==> src/rtl/chaos_bit_harvester.sv <==
// chaos_bit_harvester: samples the tinychaos comparator on a programmable tick, packs bits MSB-first into bytes, buffers them in a byte FIFO.
// Latency: comp_in -> first tick that can see it is SYNC_STAGES clocks; completing tick -> FIFO same edge, valid the next cycle.
// Backpressure: none upstream; a byte completed while the FIFO is full (and not popping) is dropped and sets sticky overflow.
// Optional macro CHAOS_VN_DEBIAS_EN: von Neumann debiasing of consecutive tick samples.

// chaos_fifo: generic W-bit FIFO with head-of-queue output, no bypass.
// Latency: a push shows on head_vld the cycle after the write edge; a pop advances the head at the edge.
// Backpressure: push when full is accepted only if a pop happens the same cycle, otherwise flagged on drop.
module chaos_fifo #(
    parameter int DEPTH = 4,
    parameter int W     = 8
) (
    input  logic         clk,
    input  logic         rst_n,
    input  logic         push_vld,
    input  logic [W-1:0] push_dat,
    input  logic         pop_vld,
    output logic [W-1:0] head_dat,
    output logic         head_vld,
    output logic         drop
);
    localparam int AW = $clog2(DEPTH);
    localparam int PW = AW + 1;

    logic [PW-1:0] wr_ptr_q, wr_ptr_d;
    logic [PW-1:0] rd_ptr_q, rd_ptr_d;
    logic [W-1:0]  mem_q [DEPTH];
    logic [W-1:0]  mem_d [DEPTH];
    logic          empty;
    logic          full;
    logic          do_pop;
    logic          do_push;

    // Extra pointer bit distinguishes full from empty when the indices match.
    assign empty   = (wr_ptr_q == rd_ptr_q);
    assign full    = (wr_ptr_q[AW] != rd_ptr_q[AW]) && (wr_ptr_q[AW-1:0] == rd_ptr_q[AW-1:0]);
    assign do_pop  = pop_vld & ~empty;
    assign do_push = push_vld & (~full | do_pop);
    assign drop    = push_vld & full & ~do_pop;

    assign head_dat = mem_q[rd_ptr_q[AW-1:0]];
    assign head_vld = ~empty;

    always_comb begin
        mem_d    = mem_q;
        wr_ptr_d = wr_ptr_q;
        rd_ptr_d = rd_ptr_q;
        if (do_push) begin
            mem_d[wr_ptr_q[AW-1:0]] = push_dat;
            wr_ptr_d                = wr_ptr_q + PW'(1);
        end
        if (do_pop) begin
            rd_ptr_d = rd_ptr_q + PW'(1);
        end
    end

    always_ff @(posedge clk or negedge rst_n) begin
        if (!rst_n) begin
            wr_ptr_q <= '0;
            rd_ptr_q <= '0;
            for (int i = 0; i < DEPTH; i++) begin
                mem_q[i] <= '0;
            end
        end else begin
            wr_ptr_q <= wr_ptr_d;
            rd_ptr_q <= rd_ptr_d;
            mem_q    <= mem_d;
        end
    end
endmodule

module chaos_bit_harvester #(
    parameter int SYNC_STAGES = 2,
    parameter int DIV_W       = 8,
    parameter int FIFO_DEPTH  = 4
) (
    input  logic             clk,
    input  logic             rst_n,
    input  logic             ena,
    input  logic             comp_in,
    input  logic [DIV_W-1:0] div,
    input  logic             rd,
    output logic [7:0]       data,
    output logic             valid,
    output logic             overflow,
    input  logic             clr_ovf
);
    logic [SYNC_STAGES-1:0] sync_q, sync_d;
    logic [DIV_W-1:0]       cnt_q, cnt_d;
    logic [7:0]             shreg_q, shreg_d;
    logic [2:0]             bcnt_q, bcnt_d;
    logic                   ovf_q, ovf_d;
    logic                   sample;
    logic                   tick;
    logic                   bit_vld;
    logic                   bit_dat;
    logic                   push_vld;
    logic [7:0]             push_dat;
    logic                   drop;

    assign sync_d = {sync_q[SYNC_STAGES-2:0], comp_in};
    assign sample = sync_q[SYNC_STAGES-1];

    // ">=" rather than "==" so a div shrinking below the count still wraps on the next cycle.
    assign tick = ena && (cnt_q >= div);

    always_comb begin
        cnt_d = cnt_q + DIV_W'(1);
        if (!ena || tick) begin
            cnt_d = '0;
        end
    end

`ifdef CHAOS_VN_DEBIAS_EN
    logic pair_have_q, pair_have_d;
    logic pair_a_q, pair_a_d;

    always_comb begin
        pair_have_d = pair_have_q;
        pair_a_d    = pair_a_q;
        bit_vld     = 1'b0;
        bit_dat     = pair_a_q;
        if (!ena) begin
            pair_have_d = 1'b0;
            pair_a_d    = 1'b0;
        end else if (tick) begin
            if (!pair_have_q) begin
                pair_have_d = 1'b1;
                pair_a_d    = sample;
            end else begin
                // (1,0) emits 1 and (0,1) emits 0, i.e. the first sample of an unequal pair.
                bit_vld     = (pair_a_q != sample);
                pair_have_d = 1'b0;
                pair_a_d    = 1'b0;
            end
        end
    end

    always_ff @(posedge clk or negedge rst_n) begin
        if (!rst_n) begin
            pair_have_q <= 1'b0;
            pair_a_q    <= 1'b0;
        end else begin
            pair_have_q <= pair_have_d;
            pair_a_q    <= pair_a_d;
        end
    end
`else
    assign bit_vld = tick;
    assign bit_dat = sample;
`endif

    always_comb begin
        shreg_d  = shreg_q;
        bcnt_d   = bcnt_q;
        push_vld = 1'b0;
        push_dat = {shreg_q[6:0], bit_dat};
        if (!ena) begin
            shreg_d = '0;
            bcnt_d  = '0;
        end else if (bit_vld) begin
            shreg_d  = {shreg_q[6:0], bit_dat};
            bcnt_d   = bcnt_q + 3'd1;
            push_vld = (bcnt_q == 3'd7);
        end
    end

    chaos_fifo #(
        .DEPTH (FIFO_DEPTH),
        .W     (8)
    ) u_fifo (
        .clk      (clk),
        .rst_n    (rst_n),
        .push_vld (push_vld),
        .push_dat (push_dat),
        .pop_vld  (rd),
        .head_dat (data),
        .head_vld (valid),
        .drop     (drop)
    );

    // A drop in the same cycle as clr_ovf keeps the flag set.
    assign ovf_d    = drop | (ovf_q & ~clr_ovf);
    assign overflow = ovf_q;

    always_ff @(posedge clk or negedge rst_n) begin
        if (!rst_n) begin
            sync_q  <= '0;
            cnt_q   <= '0;
            shreg_q <= '0;
            bcnt_q  <= '0;
            ovf_q   <= 1'b0;
        end else begin
            sync_q  <= sync_d;
            cnt_q   <= cnt_d;
            shreg_q <= shreg_d;
            bcnt_q  <= bcnt_d;
            ovf_q   <= ovf_d;
        end
    end
endmodule

==> config.mk <==
export PLATFORM = sky130hd
export DESIGN_NAME = chaos_bit_harvester
export DESIGN_NICKNAME = d
export VERILOG_FILES = /design/src/rtl/chaos_bit_harvester.sv
export SDC_FILE = /design/constraint.sdc
export NUM_CORES = 1
export LEC_CHECK = 0
export BUFFER_PORTS_ARGS = -buffer_cell sky130_fd_sc_hd__buf_4
export CAP_MARGIN = 5
export CORE_MARGIN = 1.5
export CORE_UTILIZATION = 25
export DETAILED_ROUTE_END_ITERATION = 6
export PLACE_DENSITY_LB_ADDON = 0.1
export SETUP_SLACK_MARGIN = 0.05
export SYNTH_ARGS = -nofsm -noshare
export SYNTH_HDL_FRONTEND = slang
export SYNTH_SLANG_ARGS = --single-unit
==> constraint.sdc <==
create_clock -name clk -period 2.92 [get_ports clk]
set_input_delay 0.584 -clock clk [delete_from_list [all_inputs] [get_ports clk]]
set_output_delay 0.584 -clock clk [all_outputs]
set_load 0.03 [all_outputs]
Word-level counts from Yosys, hierarchy flattened
Cells that the tools add are included.
Cells by class
  add/subtract/negate cells: 4
  order comparisons: 4
  eq/ne operators: 5
  muxes and demuxes: 13
  bitwise logic cells: 13
  reductions and logical operators: 5
Operators with widths (count)
  32-bit bitwise mux: 1
  8-bit 2-to-1 mux: 4
  8-bit binary-select mux with 2-bit select: 1
  8-bit demux with 2-bit select: 1
  7-bit 2-to-1 mux: 2
  3-bit by 1-bit adder with 3-bit output, second input constant: 3
  8-bit by 1-bit adder with 8-bit output, second input constant: 1
  8-bit >= comparator: 1
  3-bit >= comparator, second input constant: 2
  3-bit 2-to-1 mux: 2
  2-bit inverter with 3-bit output: 2
  1-bit bitwise AND: 5
  1-bit inverter: 4
  3-bit == test: 1
  3-bit == test, second input constant: 1
  1-bit logical AND: 3
  3-bit by 1-bit less-than comparator with 1-bit output, second input constant: 1
  2-bit == test: 1
  1-bit 2-to-1 mux: 2
  2-bit by 1-bit inequality test with 1-bit output, second input constant: 1
  1-bit OR: 2
  1-bit logical NOT: 1
  1-bit logical OR: 1
  1-bit inequality test: 1
Word-level totals
  bits in registers: 59
  input port bits: 14

Depth between registers and ports, before layout
Gate-level depths: netlist (run 1).
  word-level depth: 7
  depth in mapped cells: 8

Modules after synthesis
A second synthesis (run 1) with hierarchy kept.
Second synthesis, totals
  cells, all modules: 218
  area total of the unflattened synthesis: 3032.9 um^2
Modules (own cells, without submodules)
  chaos_fifo: times used 1, cells an instance 115, area an instance 1903.1 um^2
  chaos_bit_harvester: times used 1, cells an instance 103, area an instance 1129.8 um^2

Worst setup path before layout (run 1)
OpenSTA, ideal clock, no wires.
  path type: input-to-reg
  start point: in div[0]
  end point: reg u_fifo.mem_q[0] (netlist name)
  data arrival time: 2258 ps
  required time: 2795 ps
  slack: 537 ps
  stages on the path: 7
  path through: ha_1 -> nand2b_1 -> a2111o_1 -> a31oi_4 -> nor3b_1 -> buf_6 -> mux2_2
Between the ends
  word-level cells in the longest chain between the ends: 5
RTL lines
  start: declaration: RTL line 81  | input logic [DIV_W-1:0] div,
  8-bit >= comparator: RTL line 105  | assign tick = ena && (cnt_q >= div);
  1-bit logical AND: RTL line 105
  1-bit 2-to-1 mux: RTL line 161  | end else if (bit_vld) begin
  1-bit 2-to-1 mux: RTL line 158  | if (!ena) begin
  1-bit bitwise AND: RTL line 38  | assign do_push = push_vld & (~full | do_pop);
  end signal: assignment: RTL line 67  | mem_q <= mem_d;
  end: declaration: RTL line 27  | logic [W-1:0] mem_q [DEPTH];
No other way between the ends.
A chain may end at the register's enable or synchronous reset.

Worst setup path in the final report (run 1)
  start point: reg u_fifo.rd_ptr_q[0]
  end point: out data[1]
Between the ends
  word-level cells in the longest chain between the ends: 4
RTL lines
  start: declaration: RTL line 26  | logic [PW-1:0] rd_ptr_q, rd_ptr_d;
  start signal: assignment: RTL line 66  | rd_ptr_q <= rd_ptr_d;
  2-bit inverter with 3-bit output (not written as such): RTL line 41  | assign head_dat = mem_q[rd_ptr_q[AW-1:0]];
  8-bit binary-select mux with 2-bit select: RTL line 41
  8-bit 2-to-1 mux (not written as such) (2 in a row): RTL line 41
  end: declaration: RTL line 83  | output logic [7:0] data,
No other way between the ends. The select of a mux whose other input is x is not followed.

==> results of run 1 <==
## Yosys cell counts
master	number	share of area, %
dfrtp_1	59	52
inv_1	11	1.5
ha_1	16	7.0
and3_1	3	0.66
mux2_2	34	13
a21oi_1	2	0.35
nand4b_1	1	0.31
buf_4	2	0.53
o32ai_1	1	0.31
nor3b_1	1	0.26
xnor2_1	7	2.2
nand3_1	7	1.2
a2111o_1	1	0.40
mux4_1	1	0.92
and2_1	1	0.22
nand2b_1	2	0.44
mux2i_1	9	3.2
nor2_1	9	1.2
nor2b_1	9	2.0
mux4_2	7	5.5
xor2_1	7	2.2
o21ai_0	2	0.35
nand3b_1	1	0.26
a31oi_4	1	0.75
buf_6	2	0.79
clkbuf_1	1	0.13
nand2_1	5	0.66
nor3b_2	3	1.3
## cell families after synthesis
logic type	synth area share, %
xor+xnor	4.31
flops	51.9
buf+inv	2.90
compound gates	2.16
simple gates	8.54
fa+ha+maj	7.04
mux	23.1
## metrics by stage
| step | setup slack (ns) | hold slack, ns | utilization, % |
|---|---|---|---|
| finish | 0.482 | 0.332 | 32.4 |
| global placement | 0.336 | 0.336 | 29.4 |
| global route | 0.358 | 0.355 | 32.4 |
| detailed placement | 0.318 | 0.339 | 29.4 |
| CTS | 0.437 | 0.351 | 32.4 |
| floorplan | 0.537 | 0.288 | - |
## area by class of cell
type | count | area [um2] | share of cell area, %
clock buffer | 12 | 256 | 7.20
clock inverter | 4 | 72.6 | 2.04
inverter | 11 | 41.3 | 1.16
multi-input combinational | 130 | 1280 | 36.1
sequential | 59 | 1480 | 41.5
tap | 140 | 175 | 4.92
timing repair buffer | 34 | 255 | 7.17
## worst max-delay path by stage
| stage | from | endpoint | slack, ns | cells after the start |
|---|---|---|---|---|
| floorplan | div[0] | u_fifo.mem_q[0] | 0.54 | 7 |
| global placement | div[0] | u_fifo.mem_q[13] | 0.34 | 8 |
| detailed placement | div[0] | u_fifo.wr_ptr_q[1] | 0.32 | 8 |
| CTS | u_fifo.rd_ptr_q[0] | data[1] | 0.44 | 3 |
| global route | cnt_q[0] | cnt_q[0] | 0.36 | 8 |
| finish | u_fifo.rd_ptr_q[0] | data[1] | 0.48 | 3 |
## flip-flops by register name, indices dropped and copies added, names as in the netlist
register,cells
bcnt_q,3
cnt_q,8
overflow,1
shreg_q,7
sync_q,2
u_fifo.mem_q,32
u_fifo.rd_ptr_q,3
u_fifo.wr_ptr_q,3
## metal layers
layer / part of all wire (%) / GRT usage, % / vias up
met1: 49 / 15.4 / 856
met2: 46 / 17.5 / 22
met4: 1.6 / 5.57 / 0
li1: - / - / 804
met5: 0 / 0 / -
met3: 2.7 / 2.61 / 7
## worst reg2reg max path, cell delays in order, from the launching register on
cell and delay [ns]:
dfrtp_1 0.45, inv_1 0.07, ha_1 0.26, nand2b_1 0.14
a2111o_1 0.45, a31oi_4 0.32, buf_4 0.22, nor2_1 0.08
mux2_2 0.28
## power groups by stage
| stage | sequential (W) | combinational [W] | clock, W |
|---|---|---|---|
| after floorplan | 0.000878 | 0.000217 | 0 |
| after global placement | 0.000898 | 0.000298 | 0 |
| after detailed placement | 0.000898 | 0.000297 | 0 |
| after CTS | 0.000883 | 0.000297 | 0.00119 |
| after global routing | 0.000889 | 0.000324 | 0.00123 |
| final | 0.000882 | 0.000290 | 0.00116 |
==> metrics.txt, run 1 <==
run status completed; Mapped Cells 205; Pwr per Cell Area 654 mW/mm2; vias in the first global route 1869; first-pass GRT wire length 10000 um; DR vias 1689; max_slew headroom 48.3%; Netlist Area Pre-Place 0.00284 mm2; Port Buffers 23; Crit Path Category flop to output pin; crit end category output pin; Post-Syn Area per Cell 13.9 um2; Worst VDD drop roughly 0.23 mV; sequential share of the synthesized area 51.9%; CP Cell Sequence buf_4 > mux4_1 > buf_4; min Tclk post-route approximately 2.4 ns; CP most frequent cell buf_4; Area after DPL 0.00323 mm2; Congestion Overflow GR 0; drt drc 0; FF-to-FF Start cnt_q[0]; register share of total power 37.9%; critical path's top delay family multiplexers; Setup crit start kind flop; FF+latch count, synth approximately 60; diodes inserted 0; Die ar. between 0.01 and 0.015 mm2; wire length per cell 14.9 um; DRT antenna net count 0; Bufs on Longest Clock Path 2; total routed wirelength 5820 um; reg2reg end u_fifo.wr_ptr_q[1]; total CTS buffers 9; CP Max Fanout 8; Placer Congestion 0.655; Psw between 0.0005 and 0.0006 W; share of layout cells above drive strength 1 37.6%; drt via density 4.33; leak pwr 1.78 nW; final instance area 0.00356 mm2; number of hold buffers added after cts 0; internal power between 0.0015 and 0.002 W; Root Buffer clkbuf_16; initial core utilization 25.9%; P&R area growth vs syn 25.3%; clock power share 49.6%; Total Neg Setup Slack 0 ns; Detailed Routing Iterations Pass 1 3; H-tree depth 3; placed cells 374; final setup fails 0; largest net degree at the start of global routing 60; maxcap violations 0; fmax 410 MHz; arrival time worst endpoint 1.85 ns; # fillers approximately 1100; FP Rows 38; Gate power share 12.5%; switching share of power 23.9%; Reg2Reg Depth 8; dpl hpwl 3960 um; Die Span Y 110 um; Clock transition at path regs 0.05 ns; Iter 0 DRT Violations 72; period utilisation layout about 83%; slew at the pin with the worst max-slew slack 0.776 ns; Crit-path slowest cell mux4_1; Nets 275; IO Count 24; skew final 0.00820 ns; unrepaired setup endpoints after global routing no; post-synth cell types 28; Clock Sinks 59; commonest non-fill, non-tap cells in the layout dfrtp_1, mux2_2, buf_4, ha_1, inv_1; CTS tree done; Non-Filler Instances 390; total chip power ~0.0023 W; Req. time, crit path 2.34 ns; Setup Fix Bufs, Post-CTS 0; Hold Path Class input port to async pin; Final Max Slew Viols 0; Total GRT Usage between 10 and 15%; Synth Net Count 235; CP bufs+invs 2; Chip Width 110 um; Final Hold Fails 0; core outline area 0.0110 mm2; antenna violations before repair 0; r2r setup slk 0.53 ns; total of warnings raised by yosys 0; Clock Latency Late Sink ~0.32 ns; commonest non-fill, non-tap cell in the layout dfrtp_1; post-cts sizing count 0; largest stage delay on the critical path 0.58 ns
Power figures use the tool's default switching activity.
==> run 2: changes to the inputs <==
Clock period 2.92 ns to 2.2 ns, I/O delays scaled along.
==> metrics.txt, run 2 (synthesis gave the netlist of run 1 again) <==
run status completed (unchanged); drt drc 0 (unchanged); core outline area 0.0110 mm2 (unchanged); dpl hpwl 4100 um (was 3960 um); flip-flop count of the largest register after layout 32 (unchanged); Port Buffers 23 (unchanged); skew final 0.00508 ns (was 0.00820 ns); WL met1 2840 um (was 2870 um); final instance area 0.00377 mm2 (was 0.00356 mm2); period utilisation layout 95.5%; unrepaired setup endpoints after global routing yes (was no); switching share of power 23.9% (about the same); Final Hold Fails 0 (unchanged); Req. time, crit path 2.40 ns (was 2.34 ns); clock power share 48.3% (was 49.6%); Non-Filler Instances 401 (was 390); initial core utilization 25.9% (unchanged); Clock Sinks 59 (unchanged); Die Span Y 110 um (unchanged); antenna violations before repair 0 (unchanged); Chip Width 110 um (unchanged); Psw 0.000746 W (was 0.000555 W); CTS tree done (unchanged); met2 wire length 2650 um (was 2700 um); DRT antenna net count 0 (unchanged); Most flops, register u_fifo.mem_q (unchanged); commonest non-fill, non-tap cells in the layout dfrtp_1, buf_4, mux2_2, ha_1, inv_1 (was dfrtp_1, mux2_2, buf_4, ha_1, inv_1); slew at the pin with the worst max-slew slack 0.410 ns (was 0.776 ns); crit path to u_fifo.mem_q[7] (was data[1]); vias in the first global route 1835 (was 1869); FP Rows 38 (unchanged); CP Launch Point cnt_q[0] (was u_fifo.rd_ptr_q[0]); FF-to-FF Start cnt_q[0] (unchanged); Pwr per Cell Area 828 mW/mm2 (was 654 mW/mm2); Root Buffer clkbuf_16 (unchanged); H-tree depth 3 (unchanged); Area after DPL 0.00329 mm2 (was 0.00323 mm2); share of layout cells above drive strength 1 44.4% (was 37.6%); largest net degree at the start of global routing 32 (was 60); final setup fails 0 (unchanged); Nets 286 (was 275); Total GRT Usage 11.2% (was 11.5%); min Tclk post-route 2.10 ns; Crit Path Category flop to flop (was flop to output pin); r2r setup slk 0.1 ns (was 0.53 ns); Die ar. 0.0120 mm2 (unchanged); Reg area 0.00148 mm2 (about the same); drt via density 4.27 (was 4.33); P&R area growth vs syn 32.7% (was 25.3%); leak pwr 1.91 nW (was 1.78 nW); multi-input logic area 0.00135 mm2 (was 0.00128 mm2); Hold Path Class input port to async pin (unchanged); Worst VDD drop 0.389 mV (was 0.233 mV); CP Max Fanout 9 (was 8); Clock transition at path regs 0.05 ns (about the same); biggest regs u_fifo.mem_q: 32 flops, cnt_q: 8 flops, shreg_q: 7 flops (unchanged); number of hold buffers added after cts 0 (unchanged); # fillers 1064 (was 1123); Placer Congestion 0.664 (was 0.655); Detailed Routing Iterations Pass 1 4 (was 3); diodes inserted 0 (unchanged); DR vias 1713 (was 1689); internal power 0.00238 W (was 0.00177 W); commonest non-fill, non-tap cell in the layout dfrtp_1 (unchanged); max_slew headroom 72.7% (was 48.3%); Hold Worst Slack 0.0458 ns (was 0.332 ns); register share of total power 37.1% (was 37.9%); uppermost layer routed met4 (unchanged); placed cells 379 (was 374); Setup crit start kind flop (unchanged); first-pass GRT wire length 9800 um (was 10000 um); Routed met3 length 208 um (was 160 um); post-layout util 34.4% (was 32.4%); fmax 476 MHz; arrival time worst endpoint 2.30 ns (was 1.85 ns); Gate power share 14.6% (was 12.5%); maxcap violations 0 (unchanged); total routed wirelength 5780 um (was 5820 um); IO Count 24 (unchanged); Clock Latency Late Sink 0.32 ns (about the same); Reg2Reg Depth 9 (was 8); Iter 0 DRT Violations 33 (was 72); wire length per cell 14.4 um (was 14.9 um); crit end category flop (was output pin); Final Max Slew Viols 0 (unchanged); Congestion Overflow GR 0 (unchanged); total CTS buffers 9 (unchanged); total chip power 0.00312 W (was 0.00233 W); Bufs on Longest Clock Path 2 (unchanged); reg2reg end u_fifo.mem_q[7] (was u_fifo.wr_ptr_q[1])
## run 2: cell count changes in the layout (fill, tap and decap cells not counted), moves of 2 or more
cell     before  now
nand2_1       5    3
buf_12        0    3
nor3b_2       3    0
nand2_2       0    2
buf_6         0    6
nor3b_4       0    4
## run 2: worst max-delay path, cell delays in order (launching register included)
cell	delay [ns]
dfrtp_1	0.34
inv_1	0.05
ha_1	0.26
nand2b_4	0.14
a2111o_1	0.40
a31oi_4	0.17
buf_12	0.16
nor3b_4	0.05
buf_12	0.15
mux2_2	0.27
## run 2: cell type report
type / count / area share [%]
Timing Repair Buffer: 45 / 10.7
Clock inverter: 6 / 2.35
Inverter: 11 / 1.09
Multi-Input combinational cell: 130 / 35.7
Clock buffer: 10 / 6.33
Sequential cell: 59 / 39.2
Tap cell: 140 / 4.64
## run 2: repair_timing
action / CTS / global route
buffers inserted: 3 / 5
pin swaps: 3 / 6
setup endpoints to repair: 46 / 49
gates resized for setup: 9 / 13
## run 2: power groups by stage
stage / registers, W / logic, W / clock network (W)
2_1_floorplan: 0.00117 / 0.000288 / 0
3_3_place_gp: 0.00118 / 0.000413 / 0
3_5_place_dp: 0.00118 / 0.000417 / 0
4_1_cts: 0.00117 / 0.000436 / 0.00155
5_1_grt: 0.00116 / 0.000516 / 0.00160
6_report: 0.00116 / 0.000456 / 0.00151
## run 2: stage by stage
step | TNS (ns) | setup WS [ns]
finish | 0 | 0.0993
global route | 0 | 0.0171
CTS | 0 | 0.0288
detailed placement | -7.72 | -0.201
global placement | -6.62 | -0.169
floorplan | 0 | 0.0331
## run 2: worst min path at each step
stage / startpoint / end / cells past startpoint
global placement: sync_q[0] / sync_q[1] / 0
finish: rst_n / u_fifo.mem_q[1] / 1
CTS: rst_n / u_fifo.mem_q[1] / 1
global route: rst_n / u_fifo.mem_q[1] / 1
floorplan: rst_n / bcnt_q[0] / 0
detailed placement: sync_q[0] / sync_q[1] / 0
## run 2: per-layer routing
| metal | global-route usage (%) | up-vias |
|---|---|---|
| met1 | 14.7 | 851 |
| met5 | 0 | - |
| met3 | 3.73 | 9 |
| li1 | - | 828 |
| met2 | 17.3 | 25 |
| met4 | 3.62 | 0 |
